<file path="config.mk">
export PLATFORM = sky130hd
export DESIGN_NAME = universal_shift_reg_param
export DESIGN_NICKNAME = d
export VERILOG_FILES = /design/src/rtl/universal_shift_reg_param.sv
export SDC_FILE = /design/constraint.sdc
export NUM_CORES = 1
export LEC_CHECK = 0
export CORE_UTILIZATION = 35
export CTS_CLUSTER_SIZE = 25
export DETAILED_ROUTE_END_ITERATION = 10
export DONT_BUFFER_PORTS = 1
export GPL_TIMING_DRIVEN = 0
export HOLD_SLACK_MARGIN = 0.15
export PLACE_DENSITY = 0.45
export SLEW_MARGIN = 10
export SYNTH_ARGS = -nofsm -noshare
export SYNTH_HDL_FRONTEND = slang
export SYNTH_SLANG_ARGS = --single-unit
</file>
<file path="constraint.sdc">
create_clock -name clk -period 2.2 [get_ports clk]
set_input_delay 0.44 -clock clk [delete_from_list [all_inputs] [get_ports clk]]
set_output_delay 0.44 -clock clk [all_outputs]
set_load 0.02 [all_outputs]
</file>
<file path="src/rtl/universal_shift_reg_param.sv">
// Parametrised universal shift register: hold/shift/load/rotate/ASR/clear,
// with a saturating shift counter and a one-cycle done pulse for PISO use.
module universal_shift_reg_param #(
  parameter int unsigned          WIDTH     = 4,
  parameter logic [WIDTH-1:0]     RESET_VAL = '0
) (
  input  logic                           clk,
  input  logic                           rst,
  input  logic                           en,
  input  logic [2:0]                     select,
  input  logic [WIDTH-1:0]               p_din,
  input  logic                           s_left_din,
  input  logic                           s_right_din,
  output logic [WIDTH-1:0]               p_dout,
  output logic                           s_left_dout,
  output logic                           s_right_dout,
  output logic [$clog2(WIDTH+1)-1:0]     shift_cnt,
  output logic                           shift_done
);

  localparam int unsigned CW = $clog2(WIDTH + 1);

  typedef enum logic [2:0] {
    OP_HOLD = 3'b000,
    OP_SHR  = 3'b001,
    OP_SHL  = 3'b010,
    OP_LOAD = 3'b011,
    OP_ROR  = 3'b100,
    OP_ROL  = 3'b101,
    OP_ASR  = 3'b110,
    OP_CLR  = 3'b111
  } op_e;

  op_e              op;
  logic [WIDTH-1:0] q_q, q_d;
  logic [CW-1:0]    cnt_q, cnt_d;
  logic             done_q, done_d;
  logic             is_shift;

  assign op = op_e'(select);

  always_comb begin
    q_d      = q_q;
    cnt_d    = cnt_q;
    done_d   = 1'b0;
    is_shift = 1'b0;
    case (op)
      OP_HOLD: q_d = q_q;
      OP_SHR: begin
        q_d      = {s_right_din, q_q[WIDTH-1:1]};
        is_shift = 1'b1;
      end
      OP_SHL: begin
        q_d      = {q_q[WIDTH-2:0], s_left_din};
        is_shift = 1'b1;
      end
      OP_LOAD: begin
        q_d   = p_din;
        cnt_d = '0;
      end
      OP_ROR: begin
        q_d      = {q_q[0], q_q[WIDTH-1:1]};
        is_shift = 1'b1;
      end
      OP_ROL: begin
        q_d      = {q_q[WIDTH-2:0], q_q[WIDTH-1]};
        is_shift = 1'b1;
      end
      OP_ASR: begin
        q_d      = {q_q[WIDTH-1], q_q[WIDTH-1:1]};
        is_shift = 1'b1;
      end
      OP_CLR: begin
        q_d   = '0;
        cnt_d = '0;
      end
      default: q_d = q_q;
    endcase
    // Pulse only on the WIDTH-1 -> WIDTH transition; saturated shifts stay quiet.
    if (is_shift) begin
      if (cnt_q != CW'(WIDTH)) cnt_d = cnt_q + 1'b1;
      done_d = (cnt_q == CW'(WIDTH - 1));
    end
  end

  // done_q sits inside the enable, so it holds (and may stretch) while en=0.
  always_ff @(posedge clk or posedge rst) begin
    if (rst) begin
      q_q    <= RESET_VAL;
      cnt_q  <= '0;
      done_q <= 1'b0;
    end else if (en) begin
      q_q    <= q_d;
      cnt_q  <= cnt_d;
      done_q <= done_d;
    end
  end

  assign p_dout       = q_q;
  assign s_left_dout  = q_q[WIDTH-1];
  assign s_right_dout = q_q[0];
  assign shift_cnt    = cnt_q;
  assign shift_done   = done_q;

endmodule
</file>
==> impl_metrics.toml <==
[clock_tree]
cts_buffer_depth = 2
post_cts_resized = 0
cts_buffers = 3
clock-sinks = 8
cts_tree = "yes"
clkLatencyLatePin_ps = 250
root_buffer = "clkbuf_4"
htree_num_levels = 1
clk_pin_slew_ps = 60

[sta]
period_share = 0.657
hold_viol = 0
relSlewSlack = 0.770
finalSetupViolations = 0
drv_slew = 0
fin_skew_ps = 8.10
fin_tns_setup_ps = 0
period_needed_ps = 1440
max_freq_mhz = 692
worstMarginPinSlew_ps = 344
rsz0062_at_grt = "no"

[finish]
area_growth_pct = 9.01
layout_commonest_cell = "dfrtp_1"
nets = 85
fill_cells = 159
n_antenna_cell = 0
fin_area_sq_um = 636
drive_gt1_frac = 0.176
final_cell_mix = "8 x dfrtp_1, 6 x nor2_1, 5 x a21oi_1, 5 x inv_1, 5 x o21ai_0"

[detailed_routing]
wl_um = 1350
drc = 0
first_pass_iters = 4
drt_iter0_drc = 14
via_count = 494
ant_nets = 0
viasPerCell = 5.88
wl_per_cell_um = 16.1

[critical_path]
crit_path_end_kind = "output port"
cp_cell_sequence = "buf_4"
path_buf_inv = 1
crit_path_max_fanout = 5
required_ps = 1760
cp_top_family = "flip-flops"
critical_path_class = "register to output port"
crit_arrival_ps = 1000
crit_path_start_kind = "register"
cpMaxStageDelayCell = "dfrtp_1"
cp_slowest_stage_delay_ps = 540

[run_status]
status = "complete, no violations"

[die]
core_area_sq_um = 1520
fp.dieH_um = 42.8
die_x_um = 42.8
io_pins = 22
initial_core_util = 0.383
rows = 14
die_area_sq_um = 1830

[min_path]
worstHoldPathType = "input port to register"

[synth]
yosysUniqueCellTypes = 31
avgSynthCellArea_sq_um = 9.11
synthArstFlopShare = 1.00
postSynthCellCount = 64
synth_edf_count = 0
ys_ff_latch = 8
ys.flop_type = "dfrtp_1"
synth_warnings = 0
ys_seq_area_frac = 0.343
synth_nets = 79
syn-cell-area_sq_um = 583

[global_routing]
gr-total-overflow = 0
grt_pass1_wl_um = 2390
grt_pass1_vias = 517
track_usage = 0.179
antenna_found_initial = 0
grt_max_degree = 11

[power]
vdd_drop_max_v = 0.000330
p_per_area_nw_per_um2 = 894
leakage_nw = 0.287

[placement]
dpl.hpwl_um = 996
placedInstanceArea_sq_um = 603
gp_congestion = 0.742
io_buffers = 0

[job]
max_cap_viol_count = 0
layout make-up:
| cell class | count | area (sq um) | area share |
|---|---|---|---|
| flip-flops and latches | 8 | 200 | 0.315 |
| clock buffers | 3 | 22.5 | 0.0354 |
| plain buffers | 5 | 38.8 | 0.0610 |
| well taps | 16 | 20.0 | 0.0315 |
| multi-input cells | 46 | 325 | 0.512 |
| repair buffers | 1 | 10.0 | 0.0157 |
| inverters | 5 | 18.8 | 0.0295 |
kinds of logic (layout without fill, tap and decap cells):
kind of cell,after synthesis,after routing,synth area share
DFF,8,8,0.343
and+or+nand+nor,17,17,0.163
adders and majority gates,3,3,0.0644
muxes,3,3,0.0536
AOI/OAI and AO/OA,23,23,0.277
buffers and inverters,10,14,0.0987
per-stage QoR:
step	worst slack, ps	utilization	total power (W)	hold WS (ps)	std cells
final	755	0.417	0.000568	356	84
after global placement	577	0.396	0.000458	304	80
after detailed placement	588	0.396	0.000459	311	80
after global routing	636	0.417	0.000625	362	84
after floorplan	648	-	0.000418	256	64
after CTS	736	0.417	0.000578	343	84
cells in the mapped netlist (2+ instances only):
cell     number  area [sq um]
a21oi_1       5          25.0
nand2_1       2          7.51
mux2i_1       2          20.0
ha_1          3          37.5
nor2_1        6          22.5
nand3_1       2          10.0
inv_1         5          18.8
o21ai_0       5          25.0
dfrtp_1       8           200
buf_4         3          22.5
a221o_1       2          20.0
o22a_1        2          17.5
registers in the layout (all words and copies together) (netlist names):
| signal | cells |
|---|---|
| shift_cnt | 3 |
| shift_done | 1 |
| p_dout | 4 |
metal layers:
layer | vias to the layer above | wire (um) | track usage
met5 | - | 0 | 0
met4 | 0 | 10 | 0.0563
met3 | 2 | 110 | 0.0936
met2 | 16 | 551 | 0.245
met1 | 234 | 677 | 0.239
li1 | 242 | - | -
timing repair:
action,in CTS,in global routing
setup buffers,0,0
hold buffers,1,0
endpoints found under the hold margin,8,0
final timing paths:
| check | startpoint | to | slack (ps) | cells after the start |
|---|---|---|---|---|
| worst max register to register | shift_cnt[0] | shift_cnt[0] | 800 | 4 |
| worst min-delay path | en | p_dout[3] | 360 | 2 |
| worst min register to register | shift_done | shift_done | 630 | 1 |
| worst max-delay path | p_dout[0] | p_dout[0] | 760 | 1 |
| min in group asynchronous | rst | shift_cnt[0] | 590 | 2 |
| max in group asynchronous | rst | shift_done | 1350 | 2 |
report_power, final:
part           switching, W  internal (W)
logic             0.0000876     0.0000797
registers          0.000101      0.000189
clock network     0.0000489     0.0000624
Note: power is estimated with default switching activity, not from simulation.
